### src/rtl/wash_pkg.sv
// Shared state, mode and timing definitions for the wash cycle sequencer.
// Timing defaults are overridable through the top-level parameters.
package wash_pkg;

  typedef enum logic [2:0] {
    S_IDLE  = 3'd0,
    S_FILL  = 3'd1,
    S_HEAT  = 3'd2,
    S_WASH  = 3'd3,
    S_DRAIN = 3'd4,
    S_SPIN  = 3'd5,
    S_DONE  = 3'd6,
    S_FAULT = 3'd7
  } wash_state_e;

  localparam logic [3:0] M_COTTON     = 4'd0;
  localparam logic [3:0] M_SYNTHETIC  = 4'd1;
  localparam logic [3:0] M_MIXED      = 4'd2;
  localparam logic [3:0] M_QUICK_WASH = 4'd3;
  localparam logic [3:0] M_SPORTS     = 4'd4;
  localparam logic [3:0] M_DELICATES  = 4'd5;
  localparam logic [3:0] M_WOOL       = 4'd6;
  localparam logic [3:0] M_COLOURS    = 4'd7;

  localparam int FILL_TIMEOUT_D = 60;
  localparam int HEAT_TIMEOUT_D = 120;
  localparam int WASH_TIME_D    = 30;
  localparam int SPIN_TIME_D    = 15;
  localparam int HYST_D         = 2;

  function automatic logic is_active(
    input wash_state_e s
  );
    return (s == S_FILL) || (s == S_HEAT) ||
           (s == S_WASH) || (s == S_DRAIN) ||
           (s == S_SPIN);
  endfunction

endpackage

### src/rtl/wash_phase_timer.sv
// Per-phase tick_1s counter: synchronous clear, freeze, saturates at 255.
// Clear takes priority so a tick on the entry edge never leaks into the new phase.
module wash_phase_timer (
  input  logic       clk,
  input  logic       reset_n,
  input  logic       clr,
  input  logic       tick,
  input  logic       freeze,
  output logic [7:0] count
);

  always_ff @(posedge clk or negedge reset_n) begin
    if (!reset_n) begin
      count <= 8'd0;
    end else if (clr) begin
      count <= 8'd0;
    end else if (tick && !freeze && count != 8'hFF) begin
      count <= count + 8'd1;
    end
  end

endmodule

### src/rtl/wash_cycle_sequencer.sv
// Washing machine cycle sequencer: FILL/HEAT/WASH/DRAIN/SPIN with timeouts.
// Define WASH_SEQ_PAUSE_EN to add the pause input and hold logic.
module wash_cycle_sequencer
  import wash_pkg::*;
#(
  parameter int FILL_TIMEOUT = FILL_TIMEOUT_D,
  parameter int HEAT_TIMEOUT = HEAT_TIMEOUT_D,
  parameter int WASH_TIME    = WASH_TIME_D,
  parameter int SPIN_TIME    = SPIN_TIME_D,
  parameter int HYST         = HYST_D
) (
  input  logic       clk,
  input  logic       reset_n,
  input  logic       start,
  input  logic [3:0] wash_mode,
  input  logic [6:0] target_temp,
  input  logic [6:0] water_temp,
  input  logic       water_full,
  input  logic       water_empty,
  input  logic       tick_1s,
`ifdef WASH_SEQ_PAUSE_EN
  input  logic       pause,
`endif
  output logic       door_lock,
  output logic       fill_valve,
  output logic       heater_on,
  output logic       motor_wash,
  output logic       motor_spin,
  output logic       drain_pump,
  output logic [2:0] phase,
  output logic       busy,
  output logic       done,
  output logic       error
);

  localparam logic [7:0] FILL_LIM = 8'(FILL_TIMEOUT);
  localparam logic [7:0] HEAT_LIM = 8'(HEAT_TIMEOUT);
  localparam logic [7:0] WASH_LIM = 8'(WASH_TIME);
  localparam logic [7:0] SPIN_LIM = 8'(SPIN_TIME);
  localparam logic [6:0] HYST_V   = 7'(HYST);

  wash_state_e state;
  wash_state_e state_nxt;
  logic        start_q;
  logic        start_edge;
  logic [3:0]  mode_q;
  logic [6:0]  tgt_q;
  logic [6:0]  heat_lo;
  logic [7:0]  count;
  logic [7:0]  limit;
  logic        expired;
  logic        hold;
  logic        heat_nxt;

  assign start_edge = start & ~start_q;
  assign phase      = state;

`ifdef WASH_SEQ_PAUSE_EN
  assign hold = pause & is_active(state);
`else
  assign hold = 1'b0;
`endif

  always_comb begin
    limit = 8'hFF;
    unique case (1'b1)
      (state == S_FILL),
      (state == S_DRAIN): limit = FILL_LIM;
      (state == S_HEAT):  limit = HEAT_LIM;
      (state == S_WASH):  limit = WASH_LIM;
      (state == S_SPIN):  limit = SPIN_LIM;
      default:            limit = 8'hFF;
    endcase
  end

  assign expired = (count >= limit);

  // Sensor conditions are tested before expiry so they win a tie.
  always_comb begin
    state_nxt = state;
    if (!hold) begin
      unique case (state)
        S_IDLE:
          if (start_edge && !wash_mode[3])
            state_nxt = S_FILL;
        S_FILL:
          if (water_full)
            state_nxt = (mode_q == M_QUICK_WASH) ?
                        S_WASH : S_HEAT;
          else if (expired)
            state_nxt = S_FAULT;
        S_HEAT:
          if (water_temp >= tgt_q)
            state_nxt = S_WASH;
          else if (expired)
            state_nxt = S_FAULT;
        S_WASH:
          if (expired)
            state_nxt = S_DRAIN;
        S_DRAIN:
          if (water_empty)
            state_nxt = (mode_q == M_DELICATES ||
                         mode_q == M_WOOL) ?
                        S_DONE : S_SPIN;
          else if (expired)
            state_nxt = S_FAULT;
        S_SPIN:
          if (expired)
            state_nxt = S_DONE;
        S_DONE:
          state_nxt = S_IDLE;
        S_FAULT:
          if (start_edge)
            state_nxt = S_IDLE;
      endcase
    end
  end

  assign heat_lo = (tgt_q > HYST_V) ? (tgt_q - HYST_V) : 7'd0;

  always_comb begin
    heat_nxt = 1'b0;
    if (!hold) begin
      if (state_nxt == S_HEAT) begin
        heat_nxt = (water_temp < tgt_q);
      end else if (state_nxt == S_WASH) begin
        if (water_temp < heat_lo)
          heat_nxt = 1'b1;
        else if (water_temp >= tgt_q)
          heat_nxt = 1'b0;
        else
          heat_nxt = heater_on;
      end
    end
  end

  wash_phase_timer u_timer (
    .clk     (clk),
    .reset_n (reset_n),
    .clr     (state_nxt != state),
    .tick    (tick_1s),
    .freeze  (hold),
    .count   (count)
  );

  always_ff @(posedge clk or negedge reset_n) begin
    if (!reset_n) begin
      state      <= S_IDLE;
      start_q    <= 1'b0;
      mode_q     <= 4'd0;
      tgt_q      <= 7'd0;
      door_lock  <= 1'b0;
      busy       <= 1'b0;
      fill_valve <= 1'b0;
      heater_on  <= 1'b0;
      motor_wash <= 1'b0;
      motor_spin <= 1'b0;
      drain_pump <= 1'b0;
      done       <= 1'b0;
      error      <= 1'b0;
    end else begin
      state   <= state_nxt;
      start_q <= start;
      if (state == S_IDLE && state_nxt == S_FILL) begin
        mode_q <= wash_mode;
        tgt_q  <= target_temp;
      end
      door_lock  <= is_active(state_nxt);
      busy       <= is_active(state_nxt);
      fill_valve <= (state_nxt == S_FILL) && !hold;
      heater_on  <= heat_nxt;
      motor_wash <= (state_nxt == S_WASH) && !hold;
      motor_spin <= (state_nxt == S_SPIN) && !hold;
      drain_pump <= (state_nxt == S_DRAIN ||
                     state_nxt == S_SPIN) && !hold;
      done       <= (state_nxt == S_DONE);
      error      <= (state_nxt == S_FAULT);
    end
  end

endmodule

### config.mk
export PLATFORM = sky130hd
export DESIGN_NAME = wash_cycle_sequencer
export DESIGN_NICKNAME = d
export VERILOG_FILES = /design/src/rtl/wash_pkg.sv /design/src/rtl/wash_phase_timer.sv /design/src/rtl/wash_cycle_sequencer.sv
export SDC_FILE = /design/constraint.sdc
export NUM_CORES = 1
export LEC_CHECK = 0
export BUFFER_PORTS_ARGS = -buffer_cell sky130_fd_sc_hd__buf_2
export CORE_MARGIN = 5
export CORE_UTILIZATION = 61
export DETAILED_ROUTE_END_ITERATION = 10
export GPL_TIMING_DRIVEN = 0
export HOLD_SLACK_MARGIN = 0.03
export PLACE_DENSITY_LB_ADDON = 0.12
export RECOVER_POWER = 25
export SLEW_MARGIN = 10
export SYNTH_ARGS = -nofsm -noshare
export SYNTH_HDL_FRONTEND = slang
export SYNTH_SLANG_ARGS = --single-unit
### constraint.sdc
create_clock -name clk -period 5.3 [get_ports clk]
set_clock_uncertainty 0.05 [all_clocks]
set_input_delay 0.53 -clock clk [delete_from_list [all_inputs] [get_ports clk]]
set_output_delay 0.53 -clock clk [all_outputs]
set_load 0.05 [all_outputs]
==> impl_metrics.toml <==
[status]
outcome = "finished, violations left"
violations = "max-capacitance violations, max-slew violations"

[layout]
antenna_cells = 0
nets = 315
n_fill_cell = 292
area_growth_syn_to_layout_pct = 13.3
stdcell_count = 315
drive_above_1_share_pct = 24.2

[yosys]
yosys_most_used_dff = "dfrtp_1"
synth.largest_area_cell = "dfrtp_1"
avgSynthCellArea_sq_um = 9.46
synth_edf_count = 0
synth.most_common_cell = "dfrtp_1"
ys_types = 48
ys_top_cells_by_area = "dfrtp_1 36%, ha_1 13%, mux2_2 5.2%"
synthCells = 227
yosysWarnings = 0
ys_ff_latch = 31
synth_top_area_share_pct = 36.1
mappedNetlistArea_sq_um = 2150
syn-num-nets = 273
async_flop_share_pct = 100
ys_top_cells_by_count = "31 x dfrtp_1, 22 x ha_1, 19 x inv_1"
synth-seq-area-share_pct = 36.1

[worst_hold_path]
hold_depth = 1
hold_end = "start_q"
min_from = "start"
hp-class = "in2reg"

[worst_setup_path]
rr_worst_depth = 11
slowest_stage = "a211oi_2"
cpMostUsedCell = "nor3_1"
end_kind = "register"
startpoint_type = "register"
crit_fanout = 10
rrSetupSlack_ns = 2.17
path_buf_inv = 2
critPathTopFamily = "compound AO/OA/AOI/OAI gates"
cpPeakStageDelay_ns = 0.54
crit_path_cell_trace = "buf_6, buf_2, nor3_1, a21oi_1, ha_1, and3_1, nand3_1, o21a_1, a211o_1, a211oi_2, nor3_1"
crit-reg2reg-launch = "phase[0]"
arrival_ns = 3.26
worst-setup-path-type = "reg2reg"
critPathRequiredTime_ns = 5.43
rr_endpoint = "u_timer.count[6]"

[floorplanning]
dieWidth_um = 69.3
start_util_pct = 63.8
rows = 21
die_area_sq_um = 4810
die_h_um = 69.3
io_pins = 36
core-area_sq_um = 3360

[routing]
viasPerCell = 5.69
via_count = 1791
drc_errors = 0
avgRoutedWirePerCell_um = 13.7
drt-initial-drc-count = 69
drt_wl_total_um = 4320
dr.pass1.iters = 5
ant_nets = 0

[timing]
fmax_mhz = 319
finalSetupTns_ns = 0
fin_crit_sh_pct = 59.1
hold_viol = 0
setup-violations-final = 0
rsz0062_at_grt = "false"
slew_viol_final = 32
worst_pin_slew_ns = 1.61
period_needed_ns = 3.13
maxSlewHeadroom_pct = -7.48

[global_routing]
grt-ovfl-total = 0
grt_start_max_net_pins = 32
grt.total_usage_pct = 19.3
antenna_found_initial = 0
grt_pass1_vias = 1736
grt_pass1_wl_um = 7670

[clock_tree]
cts_tree = "yes"
htree_levels = 2
clock_path_buffers = 2
cts_made_buffers = 5
cts.sinks = 31
cts_root_buf = "clkbuf_4"
cts_resized = 0
post-cts-setup-buffers = 0
insertion_delay_ns = 0.34
cts_hold_buffers = 0
cts.clk_slew.worst_paths_ns = 0.09

[power]
p_int_uw = 568
p_clk_share_pct = 14.5
max-vdd-ir-drop_uv = 328
power_density_nw_per_um2 = 399
combPwrFrac_pct = 48.1
p_leak_uw = 0.00119
p_sw_uw = 403
p_seq_share_pct = 37.4
p_sw_share_pct = 41.5

[placement]
placedCellCount = 308
gp_congestion = 0.830
io_buffers = 35
dp.final_hpwl_um = 3430

[job]
maxCapViolCount = 1
## power groups by stage
| stage | clock [uW] | combinational (uW) | sequential (uW) |
|---|---|---|---|
| global placement | 0 | 452 | 365 |
| floorplan | 0 | 352 | 371 |
| CTS | 144 | 471 | 363 |
| finish | 140 | 467 | 363 |
| global route | 158 | 537 | 373 |
| detailed placement | 0 | 467 | 368 |
## per-layer routing
metal / GRT usage [%] / up-vias / part of all wire [%]
met1: 26.3 / 831 / 49
met2: 29.8 / 46 / 44
met5: 0 / - / 0
li1: - / 907 / -
met3: 5.22 / 7 / 6.0
met4: 6.29 / 0 / 1.5
## area by class of cell
type | count | area, sq um | share of cell area [%]
Multi-Input combinational cell | 170 | 1250 | 51.6
Sequential cell | 31 | 776 | 31.9
Timing Repair Buffer | 35 | 173 | 7.10
Inverter | 20 | 75.1 | 3.08
Tap cell | 46 | 57.6 | 2.37
Clock buffer | 6 | 51.3 | 2.11
Buffer | 6 | 41.3 | 1.70
Clock inverter | 1 | 5.00 | 0.206
## stage by stage
| stage | utilization (%) | setup slack (ns) | area (sq um) | total power [uW] | hold WS [ns] |
|---|---|---|---|---|---|
| finish | 72.4 | 2.17 | 2430 | 971 | 0.272 |
| global route | 72.4 | 1.86 | 2430 | 1070 | 0.263 |
| detailed placement | 70.8 | 2.22 | 2380 | 835 | 0.447 |
| global placement | 70.8 | 2.25 | 2380 | 817 | 0.436 |
| CTS | 72.4 | 2.19 | 2440 | 978 | 0.191 |
| floorplan | - | 2.29 | 2150 | 723 | 0.184 |
## how the worst max path moves through the flow
stage / slack (ns) / endpoint / cells past startpoint / start
after floorplan: 2.29 / heater_on / 12 / phase[0]
after CTS: 2.19 / u_timer.count[6] / 11 / phase[0]
after global placement: 2.25 / u_timer.count[7] / 11 / phase[0]
after global routing: 1.86 / u_timer.count[6] / 11 / phase[0]
final: 2.17 / u_timer.count[6] / 11 / phase[0]
after detailed placement: 2.22 / u_timer.count[0] / 11 / phase[0]
## worst register-to-register path, delay by kind of cell, from the launching register on
kind	cells	cell delay (ns)
adder cells (fa/ha/maj)	1	0.30
AO/OA/AOI/OAI	4	1.17
buffers and inverters	2	0.32
flip-flops	1	0.40
AND/OR/NAND/NOR	4	0.75
## kinds of logic after synthesis
| logic type | Yosys count | share of synthesized area (%) |
|---|---|---|
| simple gates | 69 | 16.1 |
| compound gates | 56 | 18.9 |
| flops | 31 | 36.1 |
| buf+inv | 26 | 5.42 |
| fa+ha+maj | 22 | 12.8 |
| xor+xnor | 12 | 4.90 |
| mux | 11 | 5.71 |
## registers in the layout, summed over array words and instances (netlist names)
name / count
busy: 1
done: 1
drain_pump: 1
error: 1
fill_valve: 1
heater_on: 1
mode_q: 4
motor_spin: 1
motor_wash: 1
phase: 3
start_q: 1
tgt_q: 7
u_timer.count: 8
## cell usage in the layout (no fill, tap or decap), types with 3 or more instances in the layout
cell type	n
nand3_1	7
buf_2	36
nor2_1	14
mux2_2	10
xor2_1	7
and3_1	3
clkbuf_4	5
nor3_1	17
a21oi_1	17
inv_1	19
ha_1	22
nand2_1	13
xnor2_1	5
a221o_1	3
nand4_1	3
o21ai_0	8
a21o_1	3
dfrtp_1	31
No activity file was read; power rests on OpenSTA's default activity.
